## config.mk

```make
export PLATFORM = sky130hd
export DESIGN_NAME = reg_bank_master
export DESIGN_NICKNAME = d
export VERILOG_FILES = /design/src/rtl/reg_bank_pkg.sv /design/src/rtl/reg_bank_master.sv
export SDC_FILE = /design/constraint.sdc
export NUM_CORES = 1
export LEC_CHECK = 0
export ABC_AREA = 1
export CAP_MARGIN = 20
export CORE_UTILIZATION = 44
export CTS_BUF_LIST = sky130_fd_sc_hd__clkbuf_8
export CTS_CLUSTER_SIZE = 16
export DETAILED_ROUTE_END_ITERATION = 10
export PLACE_DENSITY = 0.82
export RECOVER_POWER = 50
export SYNTH_ARGS = -nofsm -noshare
export SYNTH_HDL_FRONTEND = slang
export SYNTH_SLANG_ARGS = --single-unit
```

## constraint.sdc

```tcl
create_clock -name clk -period 1.7 [get_ports clk]
set_input_delay 0.34 -clock clk [delete_from_list [all_inputs] [get_ports clk]]
set_output_delay 0.34 -clock clk [all_outputs]
set_load 0.1 [all_outputs]
```

## src/rtl/reg_bank_pkg.sv

```systemverilog
// Shared defaults, command encodings and FSM state enum for reg_bank_master.
package reg_bank_pkg;

  localparam int unsigned DATA_W_DEF   = 4;
  localparam int unsigned ADDR_W_DEF   = 4;
  localparam int unsigned NUM_REGS_DEF = 2 ** ADDR_W_DEF;

  typedef enum logic [1:0] {
    OP_WRITE = 2'b00,
    OP_READ  = 2'b01,
    OP_DUMP  = 2'b10,
    OP_CLEAR = 2'b11
  } cmd_op_e;

  typedef enum logic [2:0] {
    S_IDLE,
    S_WRITE,
    S_READ,
    S_RESP,
    S_DUMP_RD,
    S_DUMP_RSP,
    S_CLEAR
  } state_e;

endpackage

```

## src/rtl/reg_bank_master.sv

```systemverilog
// Command-driven master for an external dual-read/single-write register bank.
// Optional bulk clear when REG_BANK_MASTER_CLEAR_EN is defined.
module reg_bank_master
  import reg_bank_pkg::*;
#(
  parameter int unsigned DATA_W = DATA_W_DEF,
  parameter int unsigned ADDR_W = ADDR_W_DEF
) (
  input  logic              clk,
  input  logic              rst,
  input  logic              cmd_valid,
  output logic              cmd_ready,
  input  logic [1:0]        cmd_op,
  input  logic [ADDR_W-1:0] cmd_addr,
  input  logic [DATA_W-1:0] cmd_data,
  output logic              rsp_valid,
  input  logic              rsp_ready,
  output logic [ADDR_W-1:0] rsp_addr,
  output logic [DATA_W-1:0] rsp_data_a,
  output logic [DATA_W-1:0] rsp_data_b,
  output logic              rsp_last,
  output logic [ADDR_W-1:0] addr_ra,
  output logic [ADDR_W-1:0] addr_rb,
  input  logic [DATA_W-1:0] dat_out_ra,
  input  logic [DATA_W-1:0] dat_out_rb,
  output logic [ADDR_W-1:0] addr_w,
  output logic [DATA_W-1:0] dat_w,
  output logic              reg_write
);

  localparam int unsigned IDX_W = ADDR_W - 1;

  state_e            r_state;
  logic [ADDR_W-1:0] r_addr;
  logic [DATA_W-1:0] r_data;
  logic [IDX_W-1:0]  r_idx;
  logic [ADDR_W-1:0] r_rsp_addr;
  logic [DATA_W-1:0] r_rsp_a;
  logic [DATA_W-1:0] r_rsp_b;
  logic              r_rsp_last;
`ifdef REG_BANK_MASTER_CLEAR_EN
  logic [ADDR_W-1:0] r_clr;
`endif

  always_ff @(posedge clk or posedge rst) begin
    if (rst) begin
      r_state    <= S_IDLE;
      r_addr     <= '0;
      r_data     <= '0;
      r_idx      <= '0;
      r_rsp_addr <= '0;
      r_rsp_a    <= '0;
      r_rsp_b    <= '0;
      r_rsp_last <= 1'b0;
`ifdef REG_BANK_MASTER_CLEAR_EN
      r_clr      <= '0;
`endif
    end else begin
      case (r_state)
        S_IDLE: begin
          if (cmd_valid) begin
            r_addr <= cmd_addr;
            r_data <= cmd_data;
            case (cmd_op_e'(cmd_op))
              OP_WRITE: r_state <= S_WRITE;
              OP_READ:  r_state <= S_READ;
              OP_DUMP: begin
                r_idx   <= '0;
                r_state <= S_DUMP_RD;
              end
`ifdef REG_BANK_MASTER_CLEAR_EN
              OP_CLEAR: begin
                r_clr   <= '0;
                r_state <= S_CLEAR;
              end
`else
              OP_CLEAR: r_state <= S_IDLE;
`endif
              default:  r_state <= S_IDLE;
            endcase
          end
        end
        S_WRITE: r_state <= S_IDLE;
        S_READ: begin
          r_rsp_addr <= r_addr;
          r_rsp_a    <= dat_out_ra;
          r_rsp_b    <= '0;
          r_rsp_last <= 1'b1;
          r_state    <= S_RESP;
        end
        S_RESP: begin
          if (rsp_ready) begin
            r_rsp_last <= 1'b0;
            r_state    <= S_IDLE;
          end
        end
        S_DUMP_RD: begin
          r_rsp_addr <= {r_idx, 1'b0};
          r_rsp_a    <= dat_out_ra;
          r_rsp_b    <= dat_out_rb;
          r_rsp_last <= (r_idx == '1);
          r_state    <= S_DUMP_RSP;
        end
        S_DUMP_RSP: begin
          if (rsp_ready) begin
            if (r_rsp_last) begin
              r_idx      <= '0;
              r_rsp_last <= 1'b0;
              r_state    <= S_IDLE;
            end else begin
              r_idx   <= r_idx + 1'b1;
              r_state <= S_DUMP_RD;
            end
          end
        end
`ifdef REG_BANK_MASTER_CLEAR_EN
        S_CLEAR: begin
          // Exit on the last address so the counter never wraps back onto 0.
          if (r_clr == '1) begin
            r_clr   <= '0;
            r_state <= S_IDLE;
          end else begin
            r_clr <= r_clr + 1'b1;
          end
        end
`endif
        default: r_state <= S_IDLE;
      endcase
    end
  end

  always_comb begin
    addr_ra   = '0;
    addr_rb   = '0;
    addr_w    = '0;
    dat_w     = '0;
    reg_write = 1'b0;
    case (r_state)
      S_WRITE: begin
        reg_write = 1'b1;
        addr_w    = r_addr;
        dat_w     = r_data;
      end
      S_READ: addr_ra = r_addr;
      S_DUMP_RD: begin
        addr_ra = {r_idx, 1'b0};
        addr_rb = {r_idx, 1'b1};
      end
`ifdef REG_BANK_MASTER_CLEAR_EN
      S_CLEAR: begin
        reg_write = 1'b1;
        addr_w    = r_clr;
      end
`endif
      default: ;
    endcase
  end

  assign cmd_ready  = (r_state == S_IDLE) && !rst;
  assign rsp_valid  = (r_state == S_RESP) || (r_state == S_DUMP_RSP);
  assign rsp_addr   = r_rsp_addr;
  assign rsp_data_a = r_rsp_a;
  assign rsp_data_b = r_rsp_b;
  assign rsp_last   = r_rsp_last;

endmodule

```

Word-level counts from Yosys, hierarchy flattened
Cells that the tools add are included.
Storage, ports and cells
  register bits after elaboration: 27
  input bits: 22
  output and inout port bits: 32
  word-level logic and storage cells: 57
Cells by class
  add/subtract/negate cells: 1
  equality and inequality tests: 14
  multiplexer cells: 20
  reduce and logical (&&, ||, !) cells: 14
Operator list (count)
  two-way mux 3 bit: 8
  case mux 4 bit (2 select lines): 3
  case mux 3 bit (5 select lines): 1
  two-way mux 4 bit: 3
  case mux 3 bit (4 select lines): 1
  equality test 3 bit (second input constant): 3
  equality test 3 x 2 -> 1 bit (second input constant): 2
  inequality test 2 bit (second input constant): 3
  case mux 3 bit (2 select lines): 1
  equality test 2 bit (second input constant): 2
  inequality test 2 x 1 -> 1 bit (second input constant): 2
  AND reduction 2 bit: 2
  AND reduction 4 bit: 1
  nonzero test 2 bit: 2
  OR reduction 2 bit: 2
  adder 3 x 1 -> 3 bit (second input constant): 1
  equality test 3 x 1 -> 1 bit (second input constant): 1
  zero test 3 bit: 1
  case mux 1 bit (3 select lines): 1
  AND reduction 3 bit: 1
  nonzero test 3 bit: 1
  equality test 2 x 1 -> 1 bit (second input constant): 1
  zero test 2 bit: 1
  two-way mux 1 bit: 2
  other kinds (3): 3

Depth between registers and ports, before layout
Gate-level depths: netlist (run 1).
  depth in word-level cells: 4
  depth in mapped cells: 7

Worst setup path after synthesis (run 1)
Ideal clock, no wire load.
  path kind: flip-flop to output port
  start: reg r_state[0]
  end: out addr_w[0]
  arrival time: 3.254 ns
  setup slack: -1.894 ns
  stages on the path, launching flop included: 5
  buffers on the path: 0
  path through: dfrtp_1 > inv_2 > nor3_2 > inv_2 > nor2_1
On the way
  word-level cells in the longest chain between the ends: 2
RTL lines
  start, declared: RTL line reg_bank_master.sv:33  | state_e r_state;
  start signal, assigned: RTL line reg_bank_master.sv:47  | r_state <= S_IDLE;
  start signal, assigned: RTL line reg_bank_master.sv:65  | OP_WRITE: r_state <= S_WRITE;
  start signal, assigned: RTL line reg_bank_master.sv:66  | OP_READ: r_state <= S_READ;
  equality test 3 x 1 -> 1 bit: RTL line reg_bank_master.sv:138  | case (r_state)
  two-way mux 4 bit: RTL line reg_bank_master.sv:138
  end, declared: RTL line reg_bank_master.sv:26  | output logic [ADDR_W-1:0] addr_w,
No other way between the ends.

Worst setup path after layout (run 1)
  start: reg r_state[2]
  end: out addr_ra[0]
On the way
  word-level cells in the longest chain between the ends: 2
RTL lines
  equality test 3 bit or equality test 3 x 2 -> 1 bit (tied branches): RTL line reg_bank_master.sv:138
  case mux 4 bit (2 select lines) *: RTL line reg_bank_master.sv:138
  end, declared: RTL line reg_bank_master.sv:22  | output logic [ADDR_W-1:0] addr_ra,
Mark *: on every way between the ends. The rest lies on a longest branch, timed or not.

==> results of run 1 <==
[sequential cells by signal, summed over array words and instances (netlist names)]
name	cells
r_addr	4
rsp_data_b	4
rsp_last	1
rsp_addr	4
r_state	3
r_data	4
r_idx	3
rsp_data_a	4
[critical path: stages (launching register included)]
cell     delay [ps]
dfrtp_2         460
buf_6           130
nor2_4          150
nand2_4         120
buf_4           170
nor2_4          110
buf_12          180
[cells in the mapped netlist]
cell type  number  area [sq um]
nand2_1        43           161
dfrtp_1        27           676
nor2_1         26          97.6
inv_1          22          82.6
a21oi_1         9          45.0
nand3_1         7          35.0
inv_2           6          22.5
a22o_1          4          35.0
nand3_2         3          30.0
o21ai_0         3          15.0
o22ai_1         3          18.8
ha_1            2          25.0
nand4_1         2          12.5
nor2_2          2          12.5
o21ai_1         2          10.0
buf_2           1          5.00
buf_6           1          11.3
nand2_2         1          6.26
nor3_1          1          5.00
nor3_2          1          10.0
[worst paths after layout]
check	cells after the start	end	startpoint	slack (ps)
max	6	addr_ra[0]	r_state[2]	-260
min in group asynchronous	3	r_data[3]	rst	790
max reg2reg	8	r_state[0]	r_state[2]	-10
min	2	rsp_data_a[2]	rsp_data_a[2]	510
max in group asynchronous	3	r_state[0]	rst	430
min reg2reg	2	rsp_data_a[2]	rsp_data_a[2]	510
[cell type report]
cell class | count | area (sq um)
inverters | 28 | 125
clock inverters | 1 | 5.00
well taps | 31 | 38.8
fillers | 94 | 245
repair buffers | 74 | 951
flip-flops and latches | 27 | 679
clock buffers | 3 | 41.3
multi-input cells | 109 | 719
[stage by stage]
step / hold slack [ps] / cells / setup TNS, ps
finish: 505 / 273 / -3800
global route: 530 / 273 / -4270
CTS: 535 / 264 / -2280
detailed placement: 513 / 254 / 0
global placement: 496 / 254 / 0
floorplan: 393 / 166 / -7300
[metal layers]
metal,global-route usage,vias to the layer above,share of wire
met1,0.339,745,0.36
met5,0,-,0
met2,0.561,126,0.50
li1,-,671,-
met3,0.0507,39,0.10
met4,0.0714,0,0.040
[cell families (layout without fill, tap and decap cells)]
| group | after synthesis | count (layout) | synth area share |
|---|---|---|---|
| flip-flops | 27 | 27 | 0.513 |
| adder cells (fa/ha/maj) | 2 | 2 | 0.0190 |
| buffers and inverters | 30 | 106 | 0.0922 |
| AO/OA/AOI/OAI | 21 | 21 | 0.0941 |
| AND/OR/NAND/NOR | 86 | 86 | 0.281 |
[repair_timing]
item,CTS,global route
setup endpoints to repair,19,19
resized for setup,12,18
setup buffers,7,10
gates cloned,0,0
pin swaps,4,8
[cells in the final DEF (no fill, tap or decap), types with 2 or more instances in the layout]
master	Yosys	final
inv_1	22	22
a21oi_1	9	9
dfrtp_1	27	24
nor2_1	26	13
clkdlybuf4s50_1	0	20
clkbuf_2	0	7
buf_4	0	13
a22o_1	4	4
nand3_4	0	3
o22ai_4	0	3
nand2_4	0	3
buf_6	1	6
buf_12	0	27
inv_6	0	2
nand3_1	7	6
nor2_4	0	14
o21ai_1	2	2
ha_1	2	2
nand2_1	43	40
inv_4	0	2
clkbuf_8	0	3
dfrtp_2	0	3
o21ai_0	3	3
nand4_1	2	2
==> results.sh, run 1 <==
export IMPL_status="finished, violations left"
export IMPL_violations="design-rule violations, negative setup slack"
export IMPL_layout_drive_gt1_share=0.384
export IMPL_ant_nets=0
export IMPL_hold_path_class="reg -> reg"
export IMPL_coreArea_sq_um=2810
export IMPL_setup_violations_final=21
export IMPL_ys_warn_count=0
export IMPL_drc=11
export IMPL_tightest_slew_ps=677
export IMPL_startpoint_type="register"
export IMPL_drt_total_wl_microns=5740
export IMPL_synth_avg_cell_area_sq_um=7.93
export IMPL_die_h_microns=56.7
export IMPL_syn_inst=166
export IMPL_die_w_microns=56.7
export IMPL_final_core_util=0.913
export IMPL_critical_path_arrival_ps=1620
export IMPL_post_place_ws_ps=9.20
export IMPL_dieArea_sq_um=3210
export IMPL_fin_crit_sh=1.15
export IMPL_ys_types=20
export IMPL_avgRoutedWirePerCell_microns=21.0
export IMPL_post_route_min_period_ps=1960
export IMPL_io_pins=54
export IMPL_grt_start_max_net_pins=28
export IMPL_clk_latency_ps=290
export IMPL_syn2layout_area_growth_pct=94.5
export IMPL_skew_ps=8.06
export IMPL_rsz0062_at_grt="true"
export IMPL_ys_seq_area_frac=0.513
export IMPL_setup_worst_path_class="reg -> out"
export IMPL_hpwl_microns=3100
export IMPL_finalHoldViolations=0
export IMPL_overflow=0
export IMPL_root_buffer="clkbuf_8"
export IMPL_drv_slew=0
export IMPL_fmax_mhz=511
export IMPL_numCtsBuffers=3
export IMPL_design_area_sq_um=2560
export IMPL_start_util=0.469
export IMPL_clk_path_buf_depth=2
export IMPL_synth_seq_cells=27
export IMPL_synth_cell_area_sq_um=1320
export IMPL_crit_fanout=6
export IMPL_maxSlewHeadroom=0.549
export IMPL_fin_nets=267
export IMPL_cts_tree="yes"
export IMPL_cts_clk_slew_worst_paths_ps=110
export IMPL_place_congestion=0.859
export IMPL_worstPathRequired_ps=1360
export IMPL_htree_levels=1
export IMPL_antenna_found_initial=0
export IMPL_placed_area_sq_um=2380
export IMPL_grt_pass1_wl_microns=7180
export IMPL_end_kind="output pin"
export IMPL_vias=1581
export IMPL_drt_iter0_markers=105
export IMPL_vias_per_cell=5.79
export IMPL_synth_nets=190
export IMPL_grt_pass1_vias=1529
export IMPL_max_cap_viol_count=0
export IMPL_port_buffers=53
export IMPL_cts_hold_buf=0
export IMPL_num_antenna_cells=0
export IMPL_rows=19
export IMPL_grt_usage=0.295
export IMPL_cts_sinks=27
export IMPL_first_pass_iters=7
export IMPL_fin_ws_ps=-258
Power of run 1 is not shown: default switching activity piles up to over one toggle a cycle in this logic, so the estimate is an artifact.
==> run 2, diff against run 1 <==
--- a/config.mk
+++ b/config.mk
@@ -13,6 +13,7 @@
 export DETAILED_ROUTE_END_ITERATION = 10
 export PLACE_DENSITY = 0.82
 export RECOVER_POWER = 50
+export SLEW_MARGIN = 5
 export SYNTH_ARGS = -nofsm -noshare
 export SYNTH_HDL_FRONTEND = slang
 export SYNTH_SLANG_ARGS = --single-unit
==> results of run 2 <==
Same layout as run 1: the final DEF is identical, and so are final timing and power.
Power of run 2 is left out for the same reason.
